**src/rtl/led_mode_ctrl.sv**
```systemverilog
// LED mode controller: debounced push-button cycles BLINK/RUN/ALL_ON/OFF,
// a free-running tick counter paces the LED animation.
module led_mode_ctrl #(
  parameter int CNT_MAX = 49_999_999,
  parameter int DEB_MAX = 999_999
) (
  input  logic       clk,
  input  logic       rst_n,
  input  logic       key_in,
  output logic [3:0] led,
  output logic [1:0] mode
);

  localparam int CW = (CNT_MAX > 0) ? $clog2(CNT_MAX + 1) : 1;
  localparam int DW = (DEB_MAX > 0) ? $clog2(DEB_MAX + 1) : 1;
  localparam logic [CW-1:0] CNT_LAST = CW'(CNT_MAX);
  localparam logic [DW-1:0] DEB_LAST = DW'(DEB_MAX);

  typedef enum logic [1:0] {
    BLINK  = 2'd0,
    RUN    = 2'd1,
    ALL_ON = 2'd2,
    OFF    = 2'd3
  } mode_t;

  logic          key_p0;
  logic          key_p1;
  logic          stable;
  logic          stable_p1;
  logic [DW-1:0] deb_cnt;
  logic [CW-1:0] tick_cnt;
  logic          tick;
  logic          key_press;
  mode_t         state;

  // stage p0/p1: two-flop synchronizer, idles high (button released)
  always_ff @(posedge clk) begin
    if (!rst_n) begin
      key_p0 <= 1'b1;
      key_p1 <= 1'b1;
    end else begin
      key_p0 <= key_in;
      key_p1 <= key_p0;
    end
  end

  // debounce: the level must differ for DEB_MAX+1 consecutive cycles to be accepted
  always_ff @(posedge clk) begin
    if (!rst_n) begin
      stable    <= 1'b1;
      stable_p1 <= 1'b1;
      deb_cnt   <= '0;
    end else begin
      stable_p1 <= stable;
      if (key_p1 == stable) begin
        deb_cnt <= '0;
      end else if (deb_cnt == DEB_LAST) begin
        stable  <= key_p1;
        deb_cnt <= '0;
      end else begin
        deb_cnt <= deb_cnt + DW'(1);
      end
    end
  end

  assign key_press = stable_p1 & ~stable;
  assign tick      = (tick_cnt == CNT_LAST);

  // a key press restarts the animation period so the new mode gets a full tick
  always_ff @(posedge clk) begin
    if (!rst_n) begin
      tick_cnt <= '0;
    end else if (key_press || tick) begin
      tick_cnt <= '0;
    end else begin
      tick_cnt <= tick_cnt + CW'(1);
    end
  end

  always_ff @(posedge clk) begin
    if (!rst_n) begin
      state <= BLINK;
      led   <= 4'b0000;
    end else if (key_press) begin
      case (state)
        BLINK:   begin state <= RUN;    led <= 4'b0001; end
        RUN:     begin state <= ALL_ON; led <= 4'b1111; end
        ALL_ON:  begin state <= OFF;    led <= 4'b0000; end
        default: begin state <= BLINK;  led <= 4'b0000; end
      endcase
    end else if (tick) begin
      case (state)
        BLINK:   led <= ~led;
        RUN:     led <= {led[2:0], led[3]};
        default: led <= led;
      endcase
    end
  end

  assign mode = state;

endmodule

```
**config.mk**
```make
export PLATFORM = sky130hd
export DESIGN_NAME = led_mode_ctrl
export DESIGN_NICKNAME = d
export VERILOG_FILES = /design/src/rtl/led_mode_ctrl.sv
export SDC_FILE = /design/constraint.sdc
export NUM_CORES = 1
export LEC_CHECK = 0
export ABC_AREA = 1
export CELL_PAD_IN_SITES_DETAIL_PLACEMENT = 2
export CELL_PAD_IN_SITES_GLOBAL_PLACEMENT = 2
export CORE_ASPECT_RATIO = 0.75
export CORE_MARGIN = 4
export CORE_UTILIZATION = 35
export DETAILED_ROUTE_END_ITERATION = 10
export GPL_ROUTABILITY_DRIVEN = 0
export PLACE_DENSITY_LB_ADDON = 0.1
export SLEW_MARGIN = 20
export SYNTH_ARGS = -nofsm -noshare
export SYNTH_HDL_FRONTEND = slang
export SYNTH_SLANG_ARGS = --single-unit
```
**constraint.sdc**
```tcl
create_clock -name clk -period 1.9 [get_ports clk]
set_clock_uncertainty 0.2 [all_clocks]
set_input_delay 0.475 -clock clk [delete_from_list [all_inputs] [get_ports clk]]
set_output_delay 0.475 -clock clk [all_outputs]
set_load 0.1 [all_outputs]
```
# Word level (Yosys, flattened, before mapping)
# Cells that the tools add are included.
# Widths: inputs -> output; s select.
# totals
regBits,56
inputBits,3
out_inout_bits,6
# op_classes
n_addsub,2
eq_ne,5
n_mux,5
n_bitwise,5
n_reduce_logical,8
# ops
op,n
$add 26x1->26 const B,1
$eq 26x26->1 const B,1
$add 20x1->20 const B,1
$eq 20x20->1 const B,1
$pmux 4 s2,2
$mux 4,2
$pmux 2 s3,1
$not 4->4,1
$reduce_and 2->1,2
$not 1->1,3
$reduce_bool 3->1,1
$reduce_or 3->1,1
$eq 2x1->1 const B,1
$eq 2x2->1 const B,1
$logic_not 2->1,1
$reduce_bool 2->1,1
$reduce_or 2->1,1
$and 1x1->1,1
$eq 1x1->1,1
$logic_or 1x1->1,1

# Depth between registers and ports, before layout
# Gate-level depths: netlist of the first run.
# depth
word_depth,4
depth_mapped,10

# Least setup slack after synthesis of the first run
# OpenSTA, ideal clock, no wires.
# synth_path
path_type,register to register
startpoint,register state[1] (netlist: mode[1])
endpoint,register led[3]
arrival_time_ps,2208
required_ps,1581
setup_slack_ps,-627
path_stages_with_launch,7
path_buffers,0
path_cell_list,dfxtp_1 > inv_1 > ha_1 > or2_2 > or2_2 > a21oi_1 > nor2_1
# synth_via
elab_chain_cells,4
word_cells_on_any_way,8
cone_classes,1 x eq/ne; 4 x mux; 3 x reduce/logical
# synth_lines
element,line_no,text
start: declaration,34,mode_t state;
start signal: assignment,82,state <= BLINK;
start signal: assignment,86,BLINK: begin state <= RUN; led <= 4'b0001; end
start signal: assignment,87,RUN: begin state <= ALL_ON; led <= 4'b1111; end
$eq 2x1->1 / $logic_not 2->1 (equally long branches),"85, 92",
$pmux 4 s2,92,case (state)
$mux 4,91,end else if (tick) begin
$mux 4,84,end else if (key_press) begin
end signal: assignment,93,BLINK: led <= ~led;
end signal: assignment,94,"RUN: led <= {led[2:0], led[3]};"
end signal: assignment,95,default: led <= led;
end: declaration,10,"output logic [3:0] led,"
# Several ways; a longest one is shown, not always the timed one. The select of a mux whose other input is x is not followed.
# A chain may end at the register's enable or synchronous reset.

# Final worst setup path of the first run
# layout_path
startpoint,register state[0] (netlist: mode[0])
endpoint,register led[3]
# Same word-level chain as after synthesis.

==> summary.md, run 1 <==
| Metric | Value |
|---|---|
| Most Crowded Layer GR | met2 |
| Setup slack, reg-to-reg | 90 ps |
| Top post-synthesis cells by area | dfxtp_1 38%, nand2_1 13%, nor2_1 8.6% |
| Max Slew Vio Count | 0 |
| Asr flop ratio synth | 0% |
| Met3 Track Usage GR | 3.33% |
| Hold depth | 1 |
| Sink Count | 56 |
| Seq cells post-synth | 56 |
| Status | finished clean |
| Worst Reg-to-Reg Cells | 6 |
| Crit path cell chain | inv_2, ha_1, or2_2, or2_2, a21oi_1, nor2_1 |
| Critical path's most frequent cell | or2_2 |
| Final Instance Count excl. Fillers | 553 |
| Area Overhead vs Synth | 16.7% |
| Period utilisation layout | 95.1% |
| Cell taking the most area after synthesis | dfxtp_1 |
| Die Area | 9910 um^2 |
| Worst min-delay path endpoint | tick_cnt[0]$_SDFF_PP0_ |
| Slowest-stage cell, CP | dfxtp_4 |
| Largest net degree at the start of global routing | 27 |
| H-tree levels | 2 |
| WP buf/inv | 1 |
| Core Rows | 28 |
| Fillers | 972 |
| Num CTS Buffers | 5 |
| Dpl cells | 543 |
| Clk_lat worst skew | 320 ps |
| Clock network power share | 35.1% |
| Drt first pass iters | 4 |
| Via/cell ratio | 5.12 |
| Root Driver | clkbuf_8 |
| Yosys warns | 0 |
| GRT overflow | 0 |
| Setup crit end kind | flop |
| Total negative slack | 0 ps |
| Yosys top cell area share | 38.3% |
| Syn_nets | 437 |
| R2r startpoint | mode[0]$_SDFFE_PN0P_ |
| Max Fclk | 553 MHz |
| Sequential share of the synthesized area | 38.3% |
| FF-to-FF End | led[3]$_SDFFE_PN0P_ |
| Routed WL per cell | 16.4 um |
| NetSw | 0.441 mW |
| Max-cap viol count | 0 |
| Power share of the sequential group | 62.4% |
| Initial antenna violation count | 0 |
| Pint | 1.46 mW |
| Crit Path Max Fanout | 4 |
| Least-Margin Pin Slew | 409 ps |
| Post-synthesis instance area | 2930 um^2 |
| LEAKAGE | 1.17 nW |
| Logic pwr share | 2.5% |
| Clock transition at path regs | 110 ps |
| Final WL | 9.05 mm |
| Ys flop type | dfxtp_1 |
| Estimated wirelength of the detail-placed design | 7.06 mm |
| Buffers on Ports | 8 |
| GRT Overall Usage | 19.6% |
| Largest delay share family, worst path | simple AND/OR/NAND/NOR gates |
| Fin nets | 456 |
| Sw frac | 23.2% |
| DIE HEIGHT | 87.2 um |
| Synth cell count leaders | 104 x nand2_1, 67 x nor2_1, 56 x dfxtp_1 |
| Worst Path Required | 1930 ps |
| Slew margin rel. | 72.6% |
| Synth Instances | 428 |
| Layout Utilization | 42.6% |
| Worst hold path type | flop to flop |
| Die span in x | 114 um |
| Drc violations | 0 |
| Crit Path Category | flop to flop |
| Final Hold Viols | 0 |
| Top Ports | 9 |
| Global-route wire length before repair | 15.5 mm |
| Iteration-0 DRC Markers | 199 |
| Setup violators final | 0 |
| Most numerous cell in the Yosys netlist | nand2_1 |
| CP Launch Type | flop |
| Met2 Track Usage GR | 31.3% |
| PwrDens | 555 nW/um^2 |
| Number of global-route vias before repair | 3049 |
| Worst hold start | tick_cnt[0]$_SDFF_PP0_ |
| Vias | 2831 |
| EDFF count, synth | 0 |
| Clock Path Buffers | 2 |
| Post-route minimum period | 1810 ps |
| Critical path's largest stage delay | 390 ps |
| Antenna Nets Post-Route | 0 |
| Initial core utilization | 36.5% |
| Peak supply drop | 337 uV |
| CTS tree | yes |
| Worst Path Arrival | 1830 ps |
| Syn_area_per_cell | 6.84 um^2 |
| Grt met1 use | 28.0% |
| Core area | 8020 um^2 |
| Post-synthesis cell type count | 27 |
| Layout cells sized above 1 | 15.2% |
| Diode count | 0 |
## power groups by stage
| stage | clock (mW) | combinational (mW) | sequential [mW] |
|---|---|---|---|
| global placement | 0 | 0.0444 | 1.21 |
| global route | 0.742 | 0.0531 | 1.19 |
| floorplan | 0 | 0.0293 | 1.21 |
| detailed placement | 0 | 0.0475 | 1.21 |
| finish | 0.667 | 0.0472 | 1.18 |
| CTS | 0.693 | 0.0479 | 1.18 |
## registers in the layout, summed over array words and instances, names as in the netlist
signal and count:
key_p0 1, stable 1, tick_cnt 26, stable_p1 1, mode 2, deb_cnt 20, key_p1 1, led 4
## cell usage in the layout, fill, tap and decap left out, drive strengths merged
cell | Yosys | final
nand2 | 110 | 110
nor2 | 74 | 74
dfxtp | 56 | 56
inv | 47 | 47
a21oi | 32 | 32
nand3 | 29 | 29
nor3 | 17 | 17
buf | 6 | 16
or2 | 12 | 12
nand4 | 10 | 10
clkbuf | 0 | 7
xor2 | 6 | 6
o21ai | 6 | 6
ha | 6 | 6
xnor2 | 5 | 5
nand3b | 5 | 5
o21bai | 3 | 3
a22oi | 2 | 2
a21o | 2 | 2
clkdlybuf4s50 | 0 | 2
clkinv | 0 | 1
## worst max path at each step
stage / startpoint / to / depth (start not counted)
floorplan: mode[0]$_SDFFE_PN0P_ / led[3]$_SDFFE_PN0P_ / 6
finish: mode[0]$_SDFFE_PN0P_ / led[3]$_SDFFE_PN0P_ / 6
global route: mode[0]$_SDFFE_PN0P_ / led[3]$_SDFFE_PN0P_ / 6
CTS: tick_cnt[0]$_SDFF_PP0_ / tick_cnt[24]$_SDFF_PP0_ / 7
detailed placement: rst_n / deb_cnt[15]$_SDFF_PP0_ / 6
global placement: rst_n / deb_cnt[15]$_SDFF_PP0_ / 6
## logic make-up after synthesis
group / count (synthesis) / synth area share (%)
XOR/XNOR: 11 / 3.29
AND/OR/NAND/NOR: 257 / 40.0
flip-flops: 56 / 38.3
adder cells (fa/ha/maj): 6 / 2.56
buffers and inverters: 53 / 7.48
AO/OA/AOI/OAI: 45 / 8.41
## per-layer routing
| metal | wire [um] | vias to the layer above |
|---|---|---|
| met1 | 4770 | 1387 |
| met5 | 0 | - |
| met3 | 242 | 7 |
| met2 | 3970 | 28 |
| li1 | - | 1409 |
| met4 | 72 | 0 |
## per-stage QoR
| step | instance area (um^2) | power, mW | hold WS (ps) | setup WS, ps |
|---|---|---|---|---|
| 4_1_cts | 3350 | 1.92 | 264 | 41.0 |
| 3_5_place_dp | 3270 | 1.26 | 225 | -26.9 |
| 2_1_floorplan | 2950 | 1.24 | 193 | 9.46 |
| 6_report | 3420 | 1.90 | 236 | 92.9 |
| 3_3_place_gp | 3270 | 1.25 | 198 | 54.9 |
| 5_1_grt | 3420 | 1.98 | 263 | -3.78 |
## what timing repair did
action                                  4_1_cts  5_1_grt
cloned                                        0        0
endpoints found under the hold margin         0        0
resized for setup                             1       14
setup buffers                                 0        2
hold buffers                                  0        0
endpoints found under the setup margin        1       49
## cell type report
type | instances | area [um^2] | share of cell area, %
flip-flops and latches | 56 | 1130 | 33.1
multi-input cells | 319 | 1660 | 48.5
clock inverters | 1 | 3.75 | 0.110
repair buffers | 18 | 240 | 7.03
well taps | 105 | 131 | 3.84
inverters | 47 | 179 | 5.23
clock buffers | 7 | 76.3 | 2.23
Power figures use the tool's default switching activity.
==> inputs of run 2 (changes only) <==
--- a/config.mk
+++ b/config.mk
@@ -10,10 +10,11 @@
 export CELL_PAD_IN_SITES_GLOBAL_PLACEMENT = 2
 export CORE_ASPECT_RATIO = 0.75
 export CORE_MARGIN = 4
-export CORE_UTILIZATION = 35
+export CORE_UTILIZATION = 25
 export DETAILED_ROUTE_END_ITERATION = 10
 export GPL_ROUTABILITY_DRIVEN = 0
 export PLACE_DENSITY_LB_ADDON = 0.1
+export REMOVE_ABC_BUFFERS = 1
 export SLEW_MARGIN = 20
 export SYNTH_ARGS = -nofsm -noshare
 export SYNTH_HDL_FRONTEND = slang
==> run 2 against run 1 <==
Against the previous run:
- core utilization is 10 points lower
- global-route usage is 5.3 points lower
- fmax grew 0.98%
- first-iteration DRC count shrank 44%
- critical path depth up 4
- total power grew 22%
- die area is 37% higher
- wire length increased by 0.41%
- count of clock-buffer cells in the layout fell by 2
- worst setup slack improved by 17 ps
- combinational power increased by 6.6%
- non-clock buffer count up 12
- critical path type unchanged
- critical endpoint is now tick_cnt[20]$_SDFF_PP0_
- largest cell class unchanged
- largest power group unchanged
==> summary.md, run 2 (same netlist as run 1, synthesis figures left out) <==
| Metric | Value |
|---|---|
| Die span in x | 133 um (was 114 um) |
| GRT Overall Usage | 14.3% (was 19.6%) |
| Most frequent cells in the layout | 103 x nand2_1, 65 x nor2_1, 53 x dfxtp_1, 44 x inv_1, 31 x a21oi_1 (was 103 x nand2_1, 66 x nor2_1, 52 x dfxtp_1, 41 x inv_1, 31 x a21oi_1) |
| Iteration-0 DRC Markers | 112 (was 199) |
| Slowest-stage cell, CP | dfxtp_1 (was dfxtp_4) |
| Final Hold Viols | 0 (unchanged) |
| Sink Count | 56 (unchanged) |
| H-tree levels | 2 (unchanged) |
| Initial antenna violation count | 0 (unchanged) |
| Largest net degree at the start of global routing | 21 (was 27) |
| Max Fclk | 559 MHz (was 553 MHz) |
| CTS tree | yes (unchanged) |
| Total negative slack | 0 ps (unchanged) |
| Post-route minimum period | 1790 ps (was 1810 ps) |
| Largest regs | tick_cnt (26), deb_cnt (20), led (4) (unchanged) |
| Most common cell after layout, fill and taps aside | nand2_1 (unchanged) |
| Clock Path Buffers | 2 (unchanged) |
| Number of global-route vias before repair | 2955 (was 3049) |
| Clock transition at path regs | 80 ps (was 110 ps) |
| Antenna Nets Post-Route | 0 (unchanged) |
| Slew margin rel. | 70.4% (was 72.6%) |
| Initial core utilization | 26.2% (was 36.5%) |
| Die Area | 13500 um^2 (was 9910 um^2) |
| Worst Path Arrival | 1780 ps (was 1830 ps) |
| Num CTS Buffers | 5 (unchanged) |
| DIE HEIGHT | 102 um (was 87.2 um) |
| Root Driver | clkbuf_16 (was clkbuf_8) |
| Drt first pass iters | 4 (unchanged) |
| Hold depth | 1 (unchanged) |
| Setup violators final | 0 (unchanged) |
| Area Overhead vs Synth | 24.0% (was 16.7%) |
| Final setup margin | 110 ps (was 92.9 ps) |
| Core area | 11200 um^2 (was 8020 um^2) |
| Critical path's largest stage delay | 370 ps (was 390 ps) |
| Routed WL per cell | 14.7 um (was 16.4 um) |
| Layout Utilization | 32.5% (was 42.6%) |
| Crit path cell chain | ha_1, nand2_1, inv_1, nand2_2, nor2_4, nand2_2, nor2_1, nand3_1, nand2_1, nor2_1 (was inv_2, ha_1, or2_2, or2_2, a21oi_1, nor2_1) |
| Vias | 2817 (was 2831) |
| Total setup buffers inserted after CTS | 0 (unchanged) |
| Crit Path Category | flop to flop (unchanged) |
| PwrDens | 637 nW/um^2 (was 555 nW/um^2) |
| Buffers on Ports | 8 (unchanged) |
| Final WL | 9.09 mm (was 9.05 mm) |
| Via/cell ratio | 4.57 (was 5.12) |
| Setup crit end kind | flop (unchanged) |
| Worst hold path type | flop to flop (unchanged) |
| Diode count | 0 (unchanged) |
| Clk_lat worst skew | 300 ps (was 320 ps) |
| Estimated wirelength of the detail-placed design | 7.39 mm (was 7.06 mm) |
| Fin nets | 468 (was 456) |
| Status | finished clean (unchanged) |
| Post-placement worst setup slack | 9.38 ps (was -26.9 ps) |
| RSZ-0062 raised after global routing | false |
| Layout cells sized above 1 | 16.5% (was 15.2%) |
| Drc violations | 0 (unchanged) |
| LEAKAGE | 1.30 nW (was 1.17 nW) |
| Global-route wire length before repair | 15.4 mm (was 15.5 mm) |
| Period utilisation layout | 94.2% (was 95.1%) |
| GRT overflow | 0 (unchanged) |
| Worst Reg-to-Reg Cells | 10 (was 6) |
| Least-Margin Pin Slew | 442 ps (was 409 ps) |
| CP Launch Type | flop (unchanged) |
| Max-cap viol count | 0 (unchanged) |
| Crit Path Max Fanout | 4 (unchanged) |
| Worst Path Required | 1890 ps (was 1930 ps) |
| Largest Register | tick_cnt (unchanged) |
| Peak supply drop | 325 uV (was 337 uV) |
| Max reg flops | 26 (unchanged) |
| Max Slew Vio Count | 0 (unchanged) |
| Fillers | 1329 (was 972) |
| Core Rows | 33 (was 28) |
| Top Ports | 9 (unchanged) |
[run 2: changes by cell type in the layout (fill, tap and decap cells not counted), moves of 2 or more]
cell       delta
ha_1          +2
buf_4        +11
clkbuf_8      -5
clkbuf_16     +5
inv_2         -2
nand3_2       +2
inv_1         +3
dfxtp_4       -2
nor3_2        -4
nor3_1        +3
clkbuf_1      -2
[run 2: timing repair]
item                                    CTS  global route
hold buffers                              0             0
resized for setup                         0            14
hold endpoints to repair                  0             0
endpoints found under the setup margin    0            31
[run 2: power breakdown]
part	total, mW	internal [mW]	leakage (nW)	switching [mW]
sequential	1.19	1.18	0.454	0.00544
clock	1.08	0.621	0.0798	0.458
combinational	0.0503	0.0227	0.764	0.0276
total	2.31	1.82	1.30	0.491
[run 2: critical path, delay by kind of cell, from the launching register on]
family / cells / cell delay (ps)
fa+ha+maj: 1 / 190
buf+inv: 1 / 110
flops: 1 / 370
simple gates: 8 / 830
[run 2: path summary, 6_finish.rpt]
| check | to | slack, ps | start |
|---|---|---|---|
| max | tick_cnt[20]$_SDFF_PP0_ | 110 | tick_cnt[0]$_SDFF_PP0_ |
| min reg2reg | key_p1$_SDFF_PN1_ | 230 | key_p0$_SDFF_PN1_ |
| max reg2reg | tick_cnt[20]$_SDFF_PP0_ | 110 | tick_cnt[0]$_SDFF_PP0_ |
| min | key_p1$_SDFF_PN1_ | 230 | key_p0$_SDFF_PN1_ |
[run 2: through the flow]
stage | power [mW] | cells | hold slack [ps] | instance area (um^2)
after floorplan | 1.23 | 422 | 192 | 2890
after global placement | 1.26 | 609 | 198 | 3410
after detailed placement | 1.26 | 609 | 204 | 3410
after CTS | 2.36 | 617 | 228 | 3580
after global routing | 2.41 | 617 | 251 | 3630
final | 2.31 | 617 | 226 | 3630
[run 2: final cells by class]
| class | instances | area, um^2 | share of cell area [%] |
|---|---|---|---|
| Clock buffer | 5 | 125 | 3.44 |
| Clock inverter | 3 | 42.5 | 1.17 |
| Sequential cell | 56 | 1120 | 31.0 |
| Inverter | 47 | 176 | 4.86 |
| Timing Repair Buffer | 30 | 334 | 9.19 |
| Multi-Input combinational cell | 319 | 1630 | 45.0 |
| Tap cell | 157 | 196 | 5.41 |
[run 2: per-layer routing]
metal	share of wire [%]	wire, um	vias up	GRT usage [%]
met1	59	5390	1363	22.6
met5	0	0	-	0
met2	38	3440	19	20.0
li1	-	-	1429	-
met3	2.1	194	6	2.68
met4	0.70	64	0	2.40
==> inputs of run 3 (changes only) <==
--- a/config.mk
+++ b/config.mk
@@ -10,7 +10,7 @@
 export CELL_PAD_IN_SITES_GLOBAL_PLACEMENT = 2
 export CORE_ASPECT_RATIO = 0.75
 export CORE_MARGIN = 4
-export CORE_UTILIZATION = 25
+export CORE_UTILIZATION = 35
 export DETAILED_ROUTE_END_ITERATION = 10
 export GPL_ROUTABILITY_DRIVEN = 0
 export PLACE_DENSITY_LB_ADDON = 0.1
==> run 3 against run 2 <==
Against the previous run:
- non-clock buffer count decreased by 9
- critical path depth decreased by 4
- clock power decreased by 24%
- count of clock-buffer cells in the layout unchanged
- wire length about the same
- flip-flop and latch count unchanged
- sequential power about the same
- core utilization increased by 11 points
- largest cell class unchanged
==> summary.md, run 3 (same netlist as run 1, synthesis figures left out) <==
| Metric | Value |
|---|---|
| Core Rows | 28 (was 33) |
| Via/cell ratio | 5.09 (was 4.57) |
| Most common cell after layout, fill and taps aside | nand2_1 (unchanged) |
| CTS tree | yes (unchanged) |
| Diode count | 0 (unchanged) |
| Post-route minimum period | 1810 ps (was 1790 ps) |
| Max Fclk | 554 MHz (was 559 MHz) |
| Root Driver | clkbuf_8 (was clkbuf_16) |
| R2r startpoint | mode[0]$_SDFFE_PN0P_ (was tick_cnt[0]$_SDFF_PP0_) |
| Seq. cell area | 1120 um^2 (unchanged) |
| Area of the multi-input gates | 1650 um^2 (was 1630 um^2) |
| PwrDens | 594 nW/um^2 (was 637 nW/um^2) |
| Hold_ws | 230 ps (was 226 ps) |
| Max Slew Vio Count | 0 (unchanged) |
| Largest regs | tick_cnt (26), deb_cnt (20), led (4) (unchanged) |
| GRT overflow | 0 (unchanged) |
| Die span in x | 114 um (was 133 um) |
| Worst Path Required | 1920 ps (was 1890 ps) |
| Hold-fix buffers, CTS | 0 (unchanged) |
| Worst Path Arrival | 1820 ps (was 1780 ps) |
| Routed WL per cell | 16.4 um (was 14.7 um) |
| Worst hold path type | flop to flop (unchanged) |
| Post-route cell area | 3460 um^2 (was 3630 um^2) |
| Initial antenna violation count | 0 (unchanged) |
| Fin nets | 459 (was 468) |
| Peak supply drop | 289 uV (was 325 uV) |
| Total setup buffers inserted after CTS | 0 (unchanged) |
| Core area | 8020 um^2 (was 11200 um^2) |
| Num CTS Buffers | 5 (unchanged) |
| Crit Path Max Fanout | 4 (unchanged) |
| Setup crit end kind | flop (unchanged) |
| Drt first pass iters | 4 (unchanged) |
| DP Area | 3280 um^2 (was 3410 um^2) |
| Die Area | 9910 um^2 (was 13500 um^2) |
| Fillers | 975 (was 1329) |
| Layout Utilization | 43.1% (was 32.5%) |
| Worst Setup SP | mode[0]$_SDFFE_PN0P_ (was tick_cnt[0]$_SDFF_PP0_) |
| Initial core utilization | 36.5% (was 26.2%) |
| Total negative slack | 0 ps (unchanged) |
| Slew margin rel. | 73.0% (was 70.4%) |
| Clk_lat worst skew | 320 ps (was 300 ps) |
| Max reg flops | 26 (unchanged) |
| Global-route wire length before repair | 15.3 mm (was 15.4 mm) |
| Clock transition at path regs | 110 ps (was 80 ps) |
| Area Overhead vs Synth | 18.0% (was 24.0%) |
| Clock Path Buffers | 2 (unchanged) |
| Iteration-0 DRC Markers | 112 (unchanged) |
| Top Ports | 9 (unchanged) |
| Estimated wirelength of the detail-placed design | 6.89 mm (was 7.39 mm) |
| Drc violations | 0 (unchanged) |
| DIE HEIGHT | 87.2 um (was 102 um) |
| H-tree levels | 2 (unchanged) |
| GRT Overall Usage | 19.4% (was 14.3%) |
| Layout cells sized above 1 | 15.7% (was 16.5%) |
| Antenna Nets Post-Route | 0 (unchanged) |
| Sink Count | 56 (unchanged) |
| Least-Margin Pin Slew | 404 ps (was 442 ps) |
| Buffers on Ports | 8 (unchanged) |
| LEAKAGE | 1.20 nW (was 1.30 nW) |
| Final Hold Viols | 0 (unchanged) |
| Most frequent cells in the layout | 103 x nand2_1, 66 x nor2_1, 53 x dfxtp_1, 43 x inv_1, 31 x a21oi_1 (was 103 x nand2_1, 65 x nor2_1, 53 x dfxtp_1, 44 x inv_1, 31 x a21oi_1) |
| Status | finished clean (unchanged) |
| Final WL | 9.09 mm (about the same) |
| CP Launch Type | flop (unchanged) |
| Vias | 2831 (was 2817) |
| Largest net degree at the start of global routing | 27 (was 21) |
| Max-cap viol count | 0 (unchanged) |
| Post-route total power | 2.05 mW (was 2.31 mW) |
| Crit Path Category | flop to flop (unchanged) |
| Period utilisation layout | 95.0% (was 94.2%) |
| Largest Register | tick_cnt (unchanged) |
| Worst hold start | key_p0$_SDFF_PN1_ (unchanged) |
| Number of global-route vias before repair | 3047 (was 2955) |
| Setup violators final | 0 (unchanged) |
run 3: worst paths after layout:
path | end | slack [ps] | cells past startpoint
worst min-delay path | key_p1$_SDFF_PN1_ | 230 | 1
worst max register to register | led[3]$_SDFFE_PN0P_ | 90 | 6
worst min register to register | key_p1$_SDFF_PN1_ | 230 | 1
worst max-delay path | led[3]$_SDFFE_PN0P_ | 90 | 6
run 3: final cells by class:
type                    instances  share of cell area (%)
repair buffers                 21                    7.60
clock buffers                   5                    1.99
inverters                      47                    5.10
flip-flops and latches         56                    32.5
multi-input cells             319                    47.7
well taps                     105                    3.80
clock inverters                 3                    1.23
run 3: worst max-delay path, stage by stage (launching register included):
cell	delay (ps)
dfxtp_2	370
inv_1	70
ha_1	220
or2_2	320
or2_2	310
a21oi_1	160
nor2_1	60
run 3: repair_timing:
| item | CTS | global route |
|---|---|---|
| resized for setup | 2 | 15 |
| endpoints found under the setup margin | 16 | 47 |
| cloned | 0 | 0 |
run 3: layer usage:
layer	GRT usage, %	up-vias	part of all wire (%)
li1	-	1409	-
met1	28.0	1397	54
met2	30.6	18	44
met3	3.33	7	1.7
met4	3.28	0	0.68
met5	0	-	0
run 3: per-stage QoR:
| stage | cells | setup slack, ps |
|---|---|---|
| 5_1_grt | 556 | -10.5 |
| 2_1_floorplan | 422 | -627 |
| 4_1_cts | 556 | 44.8 |
| 3_3_place_gp | 548 | 64.2 |
| 6_report | 556 | 94.7 |
| 3_5_place_dp | 548 | -35.6 |
run 3: where the power goes:
part	switching [mW]	leakage, nW	internal (mW)
registers	0.00553	0.454	1.18
logic	0.0270	0.694	0.0194
clock network	0.428	0.0541	0.391
total	0.461	1.20	1.59
